--- src/rtl/player_countdown.sv ---
// ---------------------------------------------------------------------------
// player_countdown : per-player BCD mm:ss chess-clock countdown (opt. INCREMENT_EN = Fischer increment)
// Revision 1.0
// ---------------------------------------------------------------------------
`default_nettype none

module player_countdown #(
   parameter int TICKS_PER_SEC = 100,
   parameter int INIT_MIN      = 5,
   parameter int INIT_SEC      = 0,
   parameter int INC_SEC       = 2
) (
   input  logic       CLK,
   input  logic       CLR_N,
   input  logic       CE,
   input  logic       ACTIVE,
   input  logic       LOAD,
   input  logic       END,
   output logic [3:0] MIN_T,
   output logic [3:0] MIN_U,
   output logic [3:0] SEC_T,
   output logic [3:0] SEC_U,
   output logic       OVERFLOW,
   output logic       RUNNING
);

   localparam int             PW       = (TICKS_PER_SEC > 1) ? $clog2(TICKS_PER_SEC) : 1;
   localparam logic [PW-1:0]  PRE_LAST = PW'(TICKS_PER_SEC - 1);
   localparam logic [3:0]     INIT_MT  = 4'(INIT_MIN / 10);
   localparam logic [3:0]     INIT_MU  = 4'(INIT_MIN % 10);
   localparam logic [3:0]     INIT_ST  = 4'(INIT_SEC / 10);
   localparam logic [3:0]     INIT_SU  = 4'(INIT_SEC % 10);

   if (TICKS_PER_SEC < 1 || TICKS_PER_SEC > 1023 || INIT_MIN < 0 || INIT_MIN > 99 ||
       INIT_SEC < 0 || INIT_SEC > 59 || INC_SEC < 0 || INC_SEC > 59 ||
       (INIT_MIN * 60 + INIT_SEC) < 1) begin : g_bad_params
      $error("player_countdown: parameter out of range");
   end

   typedef enum logic [2:0] {
      ST_IDLE    = 3'd0,
      ST_RUN     = 3'd1,
      ST_HOLD    = 3'd2,
      ST_EXPIRED = 3'd3,
      ST_FROZEN  = 3'd4
   } state_t;

   state_t        state;
   logic [PW-1:0] presc;

   logic [3:0] dec_mt, dec_mu, dec_st, dec_su;
   logic       dec_zero;

   // Borrow chain; 00:00 is held rather than wrapped.
   always_comb begin
      dec_mt = MIN_T;
      dec_mu = MIN_U;
      dec_st = SEC_T;
      dec_su = SEC_U;
      if ({MIN_T, MIN_U, SEC_T, SEC_U} != 16'h0000) begin
         if (SEC_U != 4'd0) begin
            dec_su = SEC_U - 4'd1;
         end else begin
            dec_su = 4'd9;
            if (SEC_T != 4'd0) begin
               dec_st = SEC_T - 4'd1;
            end else begin
               dec_st = 4'd5;
               if (MIN_U != 4'd0) begin
                  dec_mu = MIN_U - 4'd1;
               end else begin
                  dec_mu = 4'd9;
                  dec_mt = MIN_T - 4'd1;
               end
            end
         end
      end
      dec_zero = ({dec_mt, dec_mu, dec_st, dec_su} == 16'h0000);
   end

`ifdef INCREMENT_EN
   logic [3:0] inc_mt, inc_mu, inc_st, inc_su;
   logic [6:0] sec_bin, sec_sum, sec_new, min_bin, min_new;
   logic       sec_carry;

   // Binary add on the small fields, then back to BCD; saturates at 99:59.
   always_comb begin
      sec_bin   = 7'(SEC_T) * 7'd10 + 7'(SEC_U);
      sec_sum   = sec_bin + 7'(INC_SEC);
      sec_carry = (sec_sum >= 7'd60);
      sec_new   = sec_carry ? (sec_sum - 7'd60) : sec_sum;
      min_bin   = 7'(MIN_T) * 7'd10 + 7'(MIN_U);
      min_new   = min_bin + {6'd0, sec_carry};
      if (min_new > 7'd99) begin
         inc_mt = 4'd9;
         inc_mu = 4'd9;
         inc_st = 4'd5;
         inc_su = 4'd9;
      end else begin
         inc_mt = 4'(min_new / 7'd10);
         inc_mu = 4'(min_new % 7'd10);
         inc_st = 4'(sec_new / 7'd10);
         inc_su = 4'(sec_new % 7'd10);
      end
   end
`endif

   always_ff @(posedge CLK or negedge CLR_N) begin
      if (!CLR_N) begin
         state    <= ST_IDLE;
         presc    <= '0;
         {MIN_T, MIN_U, SEC_T, SEC_U} <= {INIT_MT, INIT_MU, INIT_ST, INIT_SU};
         OVERFLOW <= 1'b0;
         RUNNING  <= 1'b0;
      end else if (LOAD) begin
         state    <= ST_IDLE;
         presc    <= '0;
         {MIN_T, MIN_U, SEC_T, SEC_U} <= {INIT_MT, INIT_MU, INIT_ST, INIT_SU};
         OVERFLOW <= 1'b0;
         RUNNING  <= 1'b0;
      end else begin
         case (state)
            ST_IDLE, ST_HOLD: begin
               if (END) begin
                  state <= ST_FROZEN;
               end else if (ACTIVE) begin
                  state   <= ST_RUN;
                  RUNNING <= 1'b1;
               end
            end
            ST_RUN: begin
               if (END) begin
                  state   <= ST_FROZEN;
                  RUNNING <= 1'b0;
               end else if (!ACTIVE) begin
                  state   <= ST_HOLD;
                  RUNNING <= 1'b0;
`ifdef INCREMENT_EN
                  {MIN_T, MIN_U, SEC_T, SEC_U} <= {inc_mt, inc_mu, inc_st, inc_su};
`endif
               end else if (CE) begin
                  if (presc == PRE_LAST) begin
                     presc <= '0;
                     {MIN_T, MIN_U, SEC_T, SEC_U} <= {dec_mt, dec_mu, dec_st, dec_su};
                     if (dec_zero) begin
                        state    <= ST_EXPIRED;
                        OVERFLOW <= 1'b1;
                        RUNNING  <= 1'b0;
                     end
                  end else begin
                     presc <= presc + 1'b1;
                  end
               end
            end
            ST_EXPIRED, ST_FROZEN: begin
               state <= state;
            end
            default: begin
               state   <= ST_IDLE;
               RUNNING <= 1'b0;
            end
         endcase
      end
   end

endmodule

`default_nettype wire
--- config.mk ---
export PLATFORM = sky130hd
export DESIGN_NAME = player_countdown
export DESIGN_NICKNAME = d
export VERILOG_FILES = /design/src/rtl/player_countdown.sv
export SDC_FILE = /design/constraint.sdc
export NUM_CORES = 1
export LEC_CHECK = 0
export CAP_MARGIN = 20
export CELL_PAD_IN_SITES_DETAIL_PLACEMENT = 1
export CELL_PAD_IN_SITES_GLOBAL_PLACEMENT = 1
export CORE_MARGIN = 2
export CORE_UTILIZATION = 37
export CTS_CLUSTER_DIAMETER = 120
export DETAILED_ROUTE_END_ITERATION = 7
export PLACE_DENSITY = 0.83
export SLEW_MARGIN = 20
export SYNTH_ARGS = -nofsm -noshare
export SYNTH_HDL_FRONTEND = slang
export SYNTH_SLANG_ARGS = --single-unit
export TNS_END_PERCENT = 30
--- constraint.sdc ---
create_clock -name CLK -period 2.7 [get_ports CLK]
set_clock_uncertainty 0.1 [all_clocks]
set_input_delay 0.54 -clock CLK [delete_from_list [all_inputs] [get_ports CLK]]
set_output_delay 0.54 -clock CLK [all_outputs]
set_load 0.05 [all_outputs]
### Word level (Yosys, flattened, before mapping)

Index checks and enable logic that the tools add are counted.

* bits in writable memories: 0
* input bits: 6
* memories kept: 0
* bits in read-only memories: 0
* bits in registers: 28
* latch bits: 0
* output and inout port bits: 18
* logic and storage cells: 112

* mux-type cells: 68
* bitwise gates (word level): 0
* shifts and indexed selects: 0
* add/subtract/negate cells: 5
* div/mod/pow operators: 0
* reductions and logical operators: 18
* $mul: 0
* magnitude comparators: 0
* eq/ne operators: 13

Operators with widths (number)
* $mux 4: 37
* $mux 7: 6
* $mux 3: 8
* $logic_not 16->1: 1
* $reduce_bool 16->1: 1
* $sub 4x1->4 const B: 4
* $mux 1: 15
* $ne 5x5->1 const B: 3
* $reduce_and 6->1: 2
* $reduce_bool 4->1: 3
* $reduce_and 5->1: 2
* $reduce_bool 2->1: 5
* $pmux 3 s3: 1
* $add 7x1->7 const B: 1
* $eq 7x7->1 const B: 1
* $eq 3x2->1 const B: 2
* $ne 3x3->1 const B: 2
* $ne 2x2->1 const B: 2
* $ne 4x4->1 const B: 1
* $reduce_and 4->1: 1
* $reduce_or 2->1: 2
* $eq 3x1->1 const B: 1
* $eq 3x3->1 const B: 1
* $logic_not 3->1: 1
* $pmux 1 s3: 1

### Logic depth before layout (Yosys ltp)

Gate-level depths: netlist of run 1.

* word-level depth: 13
* mapped depth: 8
* depth with buffers taken out: 8

### Worst setup path after synthesis of run 1

No wires, ideal clock.

* path kind: register to register
* start: reg SEC_U[0]
* end: reg RUNNING
* slack: -0.364 ns
* arrival time: 2.839 ns
* path buffers: 0
* stages on the path, launching flop included: 9
* cell sequence: dfrtp_1 -> inv_1 -> ha_1 -> or3b_2 -> a21oi_1 -> a21oi_1 -> or4_1 -> or4_4 -> mux2_4

* cells in the longest elaborated chain, start to end: 6

RTL lines
* from (decl): RTL line 22 `output logic [3:0] SEC_U,`
* from (signal assigned): RTL line 112 `{MIN_T, MIN_U, SEC_T, SEC_U} <= {INIT_MT, INIT_MU, INIT_ST, INIT_SU};`
* from (signal assigned): RTL line 118 `{MIN_T, MIN_U, SEC_T, SEC_U} <= {INIT_MT, INIT_MU, INIT_ST, INIT_SU};`
* from (signal assigned): RTL line 144 `{MIN_T, MIN_U, SEC_T, SEC_U} <= {dec_mt, dec_mu, dec_st, dec_su};`
* $sub 4x1->4 or $reduce_bool 4->1 (tied branches): RTL line 62, 61
* $mux 4: RTL line 61 `if (SEC_U != 4'd0) begin`
* $mux 4: RTL line 60 `if ({MIN_T, MIN_U, SEC_T, SEC_U} != 16'h0000) begin`
* $logic_not 16->1 (*): RTL line 78 `dec_zero = ({dec_mt, dec_mu, dec_st, dec_su} == 16'h0000);`
* $ne 5x5->1 (no source line) (*)
* $reduce_and 6->1 (no source line) (*)
* to (signal assigned): RTL line 114 `RUNNING <= 1'b0;`
* to (signal assigned): RTL line 120 `RUNNING <= 1'b0;`
* to (signal assigned): RTL line 128 `RUNNING <= 1'b1;`
* to (decl): RTL line 24 `output logic RUNNING`

Mark *: on every way between the ends. The rest lies on a longest branch, timed or not.
A chain may end at the register's enable or synchronous reset.

### Final worst setup path of run 1

* start: reg MIN_T[1]
* end: reg RUNNING

* cells in the longest elaborated chain, start to end: 8

RTL lines
* from (decl): RTL line 19 `output logic [3:0] MIN_T,`
* from (signal assigned): RTL line 112
* from (signal assigned): RTL line 118
* from (signal assigned): RTL line 144
* $sub 4x1->4: RTL line 73 `dec_mt = MIN_T - 4'd1;`
* $mux 4: RTL line 69 `if (MIN_U != 4'd0) begin`
* $mux 4: RTL line 65 `if (SEC_T != 4'd0) begin`
* $mux 4: RTL line 61
* $mux 4: RTL line 60
* $logic_not 16->1 (*): RTL line 78
* $ne 5x5->1 (no source line) (*)
* $reduce_and 6->1 (no source line) (*)

Marked as above.

==> reports/results.tsv, run 1 <==
stage	metric	value	unit
synth	Distinct cells, synth	54	
timing	Worst-Margin Slew	516	ps
layout	Filler cells	550	
synth	Synth area leaders	dfrtp_1, nor2_1, a21oi_1, nand2_1, ha_1	
synth	Synth Net Count	218	
synth	number of synthesized flops with an enable pin	0	
floorplan	number of top-level pins	24	
timing	Final TNS setup	-59.8	ps
layout	fraction of layout cells with a size suffix above 1	24.7	%
setup_path	critical path class	reg2reg	
routing	Antenna Violating Nets Remaining	0	
synth	fraction of registers with async set/reset	100	%
timing	Setup-failing EPs final	1	
run	max_cap viols	0	
layout	Nets	275	
clock_network	TritonCTS clock tree	done	
synth	Synth Flop Type	dfrtp_1	
setup_path	CP Launch Type	flop	
synth	simple-gate area share of the yosys netlist	29.8	%
routing	WL per Instance	17.3	um
power	Leak	0.00103	uW
timing	Pins Over Slew Limit	0	
status	failing checks	setup timing	
layout	register area	708	sq um
timing	Worst Hold Slack	431	ps
synth	FF+latch count, synth	28	
clock_network	CTS HTree Levels	1	
setup_path	critical path arrival	2840	ps
floorplan	num rows	25	
synth	Synth warnings	0	
timing	Setup WS post-layout	-59.8	ps
setup_path	Critical Path Sink Type	flop	
synth	largest family of logic cells by synthesized area	simple AND/OR/NAND/NOR gates	
floorplan	Die H	73.8	um
clock_network	Root Buffer Master	clkbuf_8	
timing	fin crit share	102	%
synth	Commonest cells post-synth	nor2_1, dfrtp_1, a21oi_1	
status	status	finished, violations left	
setup_path	register-to-register setup slack	-60	ps
synth	Mapped Cells	207	
timing	RSZ-0062 raised after global routing	yes	
power	VDD IR max	180	uV
power	Tot Pwr	827	uW
synth	dominant cell type by area after synthesis	dfrtp_1	
timing	Rel. slew slack	65.5	%
synth	Post-Synth XOR/XNOR Area	2.91	%
clock_network	clk slew on worst S/H paths	100	ps
routing	wirelength, routed	5710	um
clock_network	Hold Buf Count CTS	0	
place	port bufs	23	
setup_path	worst path cell trace	inv_2 -> ha_4 -> or3b_4 -> nor2b_4 -> a221oi_2 -> or4_1 -> or4_4 -> mux2_4	
timing	Period minus WS final	2760	ps
routing	DRC	0	
synth	area share of the largest cell type after synthesis	36.1	%
setup_path	worst-path fanout max	3	
floorplan	Core ar.	4720	sq um
setup_path	critical path's slowest cell	or4_1	
global_route	number of antenna violations at the first check in global routing	0	
routing	First DRT Iteration DRCs	141	
clock_network	Longest Clk Path Bufs	2	
routing	DR vias/cell	5.51	
global_route	total track usage	22.1	%
synth	Synth Area in Compound Gates	17.5	%
floorplan	Starting Density	38.2	%
global_route	largest net degree at the start of global routing	29	
layout	ant diodes	0	
clock_network	clk_lat worst skew	290	ps
place	global placement routability congestion	0.828	
timing	Max Clock Freq	362	MHz
setup_path	crit-path max cell delay	510	ps
layout	area growth from synthesis to layout	37.3	%
layout	Multi-input gate area	1090	sq um
global_route	total congestion overflow	0	
synth	average size of a mapped cell	8.72	sq um
routing	vias	1819	
global_route	first-pass GRT wire length	9120	um
floorplan	Die X	73.8	um
global_route	vias in the first global route	1865	
synth	Adder-Cell Fraction of Synth Area	3.47	%
synth	most numerous cell in the Yosys netlist	nor2_1	
min_path	worst hold path type	reg2reg	
power	pwr/cell area	334	nW/um^2
synth	post-synthesis mux area share	4.23	%
place	detailed-placement wirelength estimate	4140	um
clock_network	clock tree sinks	28	
synth	mapped cell area	1800	sq um
synth	sequential share of the synthesized area	39.0	%
routing	DR pass1 iterations	4	
floorplan	die area	5450	sq um
setup_path	worst path required time	2780	ps
timing	Final Hold Fails	0	
clock_network	total CTS buffers	3	
[path summary, 6_finish.rpt]
path | from | endpoint | cells after the start
setup / recovery | MIN_T[1] | RUNNING | 8
hold / removal | OVERFLOW | OVERFLOW | 2
setup reg to reg | MIN_T[1] | RUNNING | 8
hold reg to reg | OVERFLOW | OVERFLOW | 2
max in group asynchronous | CLR_N | MIN_U[2] | 2
min in group asynchronous | CLR_N | SEC_U[2] | 2
[sequential cells by signal (all words and copies together) (netlist names)]
register / cells
MIN_U: 4
state: 3
SEC_T: 4
SEC_U: 4
MIN_T: 4
OVERFLOW: 1
presc: 7
RUNNING: 1
[cell families after synthesis]
kind of cell / Yosys count
AO/OA/AOI/OAI: 50
AND/OR/NAND/NOR: 96
XOR/XNOR: 6
adder cells (fa/ha/maj): 5
buffers and inverters: 15
flip-flops: 28
multiplexers: 7
[report_power, final]
group / switching [uW] / leakage (uW) / internal (uW)
clock: 144 / 0.0000357 / 199
combinational: 34.4 / 0.000622 / 21.2
sequential: 6.58 / 0.000375 / 422
total: 185 / 0.00103 / 642
[routing by layer]
metal  vias to the layer above  track usage, %  part of all wire, %
met5                         -               0                    0
met4                         0            11.7                  3.2
met3                        20            2.61                  2.8
met2                        38            38.4                   50
met1                       896            26.6                   44
li1                        865               -                    -
[worst max-delay path, delay by kind of cell (launching register included)]
kind            cells  cell delay [ps]
flops               1              420
mux                 1              310
compound gates      1               80
simple gates        4             1520
buf+inv             1               90
fa+ha+maj           1              130
[timing repair]
| action | 4_1_cts | 5_1_grt |
|---|---|---|
| gates resized for setup | 3 | 2 |
| pin swaps | 0 | 0 |
| setup buffers | 1 | 1 |
| setup endpoints to repair | 2 | 3 |
[metrics by stage]
stage	util, %	cell area (sq um)	cells	setup slack (ps)
after global placement	50.2	2370	324	6.19
after floorplan	-	1830	207	-167
final	52.5	2480	330	-59.8
after detailed placement	50.2	2370	324	-84.0
after CTS	52.2	2460	329	-69.5
after global routing	52.5	2480	330	-131
[layout make-up]
type / instances / area share (%)
Clock inverter: 1 / 1.21
Inverter: 9 / 1.36
Tap cell: 67 / 3.38
Timing Repair Buffer: 58 / 19.9
Sequential cell: 28 / 28.6
Multi-Input combinational cell: 164 / 43.9
Clock buffer: 3 / 1.67
[cells in the final DEF (no fill, tap or decap), types with 2 or more instances in the layout]
cell / count
buf_4: 35
dfrtp_2: 4
nand3_1: 7
and3_1: 2
clkbuf_8: 3
o21ai_0: 8
nand2_1: 20
nand2b_1: 3
nor2_1: 29
dfstp_2: 2
o2111ai_1: 2
a21oi_1: 20
nor3_1: 6
mux2i_1: 4
nor2b_1: 3
nand4_1: 2
or4_1: 4
xnor2_1: 2
a211oi_1: 3
clkdlybuf4s50_1: 23
ha_1: 3
dfrtp_1: 22
xor2_1: 4
ha_4: 2
o31ai_1: 2
and2_1: 2
inv_2: 4
or3b_4: 2
nor4_1: 3
inv_1: 5
Note: power is estimated with default switching activity, not from simulation.
==> run 2: changes to the inputs <==
--- a/config.mk
+++ b/config.mk
@@ -10,7 +10,8 @@
 export CELL_PAD_IN_SITES_GLOBAL_PLACEMENT = 1
 export CORE_MARGIN = 2
 export CORE_UTILIZATION = 37
-export CTS_CLUSTER_DIAMETER = 120
+export CTS_CLUSTER_DIAMETER = 30
+export CTS_CLUSTER_SIZE = 8
 export DETAILED_ROUTE_END_ITERATION = 7
 export PLACE_DENSITY = 0.83
 export SLEW_MARGIN = 20
==> results of run 2 <==
No change in the layout: final DEF, timing and power equal those of run 1.
==> run 3: changes to the inputs <==
--- a/config.mk
+++ b/config.mk
@@ -9,10 +9,10 @@
 export CELL_PAD_IN_SITES_DETAIL_PLACEMENT = 1
 export CELL_PAD_IN_SITES_GLOBAL_PLACEMENT = 1
 export CORE_MARGIN = 2
-export CORE_UTILIZATION = 37
+export CORE_UTILIZATION = 43
 export CTS_CLUSTER_DIAMETER = 30
-export CTS_CLUSTER_SIZE = 8
 export DETAILED_ROUTE_END_ITERATION = 7
+export DONT_BUFFER_PORTS = 1
 export PLACE_DENSITY = 0.83
 export SLEW_MARGIN = 20
 export SYNTH_ARGS = -nofsm -noshare
==> run 3 against run 2 <==
The run still ends with setup timing left; sequential share of layout area is 3.3 points higher; clock-buffer cell count increased by 1; critical path type unchanged; fmax is 1.2% higher; first-iteration DRC count decreased by 31%; largest cell class unchanged; sequential cell count is the same; power shrank 9.9%.
==> reports/results.tsv, run 3 (same netlist as run 1, synthesis figures left out) <==
stage	metric	value	unit	change
clock_network	clk_lat worst skew	290	ps	about the same
global_route	vias in the first global route	1731		-7.2%
clock_network	total CTS buffers	3		unchanged
layout	Multi-input gate area	1080	sq um	-0.46%
timing	Setup WS post-layout	-27.9	ps	+31.9 ps
layout	fraction of layout cells with a size suffix above 1	25.8	%	+1.1 points
global_route	total track usage	23.8	%	+1.6 points
routing	Antenna Violating Nets Remaining	0		unchanged
clock_network	clock tree sinks	28		unchanged
setup_path	critical path arrival	2810	ps	-30 ps
setup_path	CP Launch Type	flop		
timing	fin crit share	101	%	-1.2 points
floorplan	Core ar.	4030	sq um	-15%
floorplan	Starting Density	44.8	%	+6.6 points
routing	vias	1714		-5.8%
setup_path	origin of the critical flop-to-flop path	MIN_T[0]		
setup_path	R2R Path End	RUNNING		
routing	DRC	0		unchanged
setup_path	reg2reg path depth	8		unchanged
place	pre-CTS WS	-40.9	ps	+43.1 ps
clock_network	TritonCTS clock tree	done		
setup_path	worst-path fanout max	3		unchanged
clock_network	CTS HTree Levels	1		unchanged
floorplan	num rows	23		-8.0%
min_path	Min-Delay Endpoint	SEC_T[1]		
clock_network	Root Buffer Master	clkbuf_8		
clock_network	clk slew on worst S/H paths	100	ps	about the same
status	failing checks	setup timing		
layout	Nets	252		-8.4%
timing	Worst-Margin Slew	541	ps	+25.4 ps
setup_path	critical path class	reg2reg		
min_path	critical hold path startpoint	LOAD		
timing	Period minus WS final	2730	ps	-31.9 ps
status	status	finished, violations left		
floorplan	Die X	68.8	um	-6.8%
layout	post-layout instance area	2220	sq um	-10%
layout	most frequent cells in the layout	buf_4, nor2_1, dfrtp_1		
min_path	Min-Delay Path Depth	1		-1
layout	max reg flops	7		unchanged
routing	WL per Instance	17.7	um	+2.2%
setup_path	Critical Path Sink Type	flop		
power	pwr/cell area	336	nW/um^2	+0.51%
place	global placement routability congestion	0.837		+1.0%
place	detailed-placement wirelength estimate	3690	um	-11%
timing	RSZ-0062 raised after global routing	yes		
floorplan	die area	4730	sq um	-13%
routing	DR pass1 iterations	4		unchanged
min_path	worst hold path type	in2reg		
global_route	number of antenna violations at the first check in global routing	0		unchanged
power	Leak	0.000943	uW	-8.6%
timing	Pins Over Slew Limit	0		unchanged
timing	Setup-failing EPs final	1		unchanged
layout	commonest non-fill, non-tap cell in the layout	buf_4		
place	dpl cells	283		-13%
timing	Final Hold Fails	0		unchanged
place	port bufs	0		-100%
global_route	largest net degree at the start of global routing	32		+10%
setup_path	register-to-register setup slack	-30	ps	+30 ps
floorplan	number of top-level pins	24		unchanged
clock_network	Longest Clk Path Bufs	2		unchanged
layout	largest reg by FF count	presc		
setup_path	worst path required time	2780	ps	about the same
power	VDD IR max	154	uV	-14%
layout	register area	708	sq um	unchanged
routing	wirelength, routed	5130	um	-10%
global_route	total congestion overflow	0		unchanged
layout	Post-Layout Cell Count	290		-12%
routing	First DRT Iteration DRCs	97		-31%
place	DP Area	2110	sq um	-11%
power	Tot Pwr	745	uW	-9.9%
floorplan	Die H	68.8	um	-6.8%
timing	Final TNS setup	-27.9	ps	+31.9 ps
routing	DR vias/cell	5.91		+7.2%
layout	Filler cells	492		-11%
timing	Max Clock Freq	367	MHz	+1.2%
layout	area growth from synthesis to layout	23.0	%	
layout	ant diodes	0		unchanged
global_route	first-pass GRT wire length	8450	um	-7.3%
run	max_cap viols	0		unchanged
timing	Rel. slew slack	63.9	%	-1.6 points
run 3: report_power, final:
group | total [uW] | internal, uW | switching [uW]
Combinational | 34.6 | 14.3 | 20.4
Clock | 278 | 131 | 147
Sequential | 432 | 422 | 10.1
run 3: worst max-delay path, stage by stage (launching register included):
cell      delay (ps)
dfrtp_2          430
inv_2             90
ha_4             140
or3b_4           400
nor2b_4          130
a221oi_2          70
or4_1            500
or4_4            450
mux2_4           310
run 3: stage by stage:
stage,hold WS [ps],utilization (%)
floorplan,144,-
global placement,145,52.4
detailed placement,145,52.4
CTS,205,55.1
global route,193,55.1
finish,199,55.1
run 3: layout make-up:
type,count,area share (%)
clock buffer,4,2.48
inverter,9,1.52
multi-input combinational,164,48.8
sequential,28,31.9
tap,50,2.82
timing repair buffer,35,12.5
run 3: worst max-delay path by stage:
stage                         from  cells after the start      end  slack (ps)
final                     MIN_T[0]                      8  RUNNING         -30
after global routing      MIN_T[0]                      8  RUNNING        -110
after CTS                 MIN_T[0]                      8  RUNNING         -10
after detailed placement  SEC_U[0]                      8  RUNNING         -40
after global placement    SEC_U[0]                      8  RUNNING          10
after floorplan           MIN_T[0]                      8  RUNNING        -170
run 3: per-layer routing:
layer,vias up,global-route usage [%],routed length (um)
met5,-,0,0
met4,0,7.11,60
met3,5,3.90,203
met2,38,39.4,2480
met1,853,31.7,2390
li1,818,-,-
run 3: timing repair:
action | CTS | global route
setup buffers | 1 | 0
gates resized for setup | 3 | 0
hold buffers | 2 | 0
endpoints found under the setup margin | 1 | 2
cloned | 0 | 0
endpoints found under the hold margin | 28 | 0
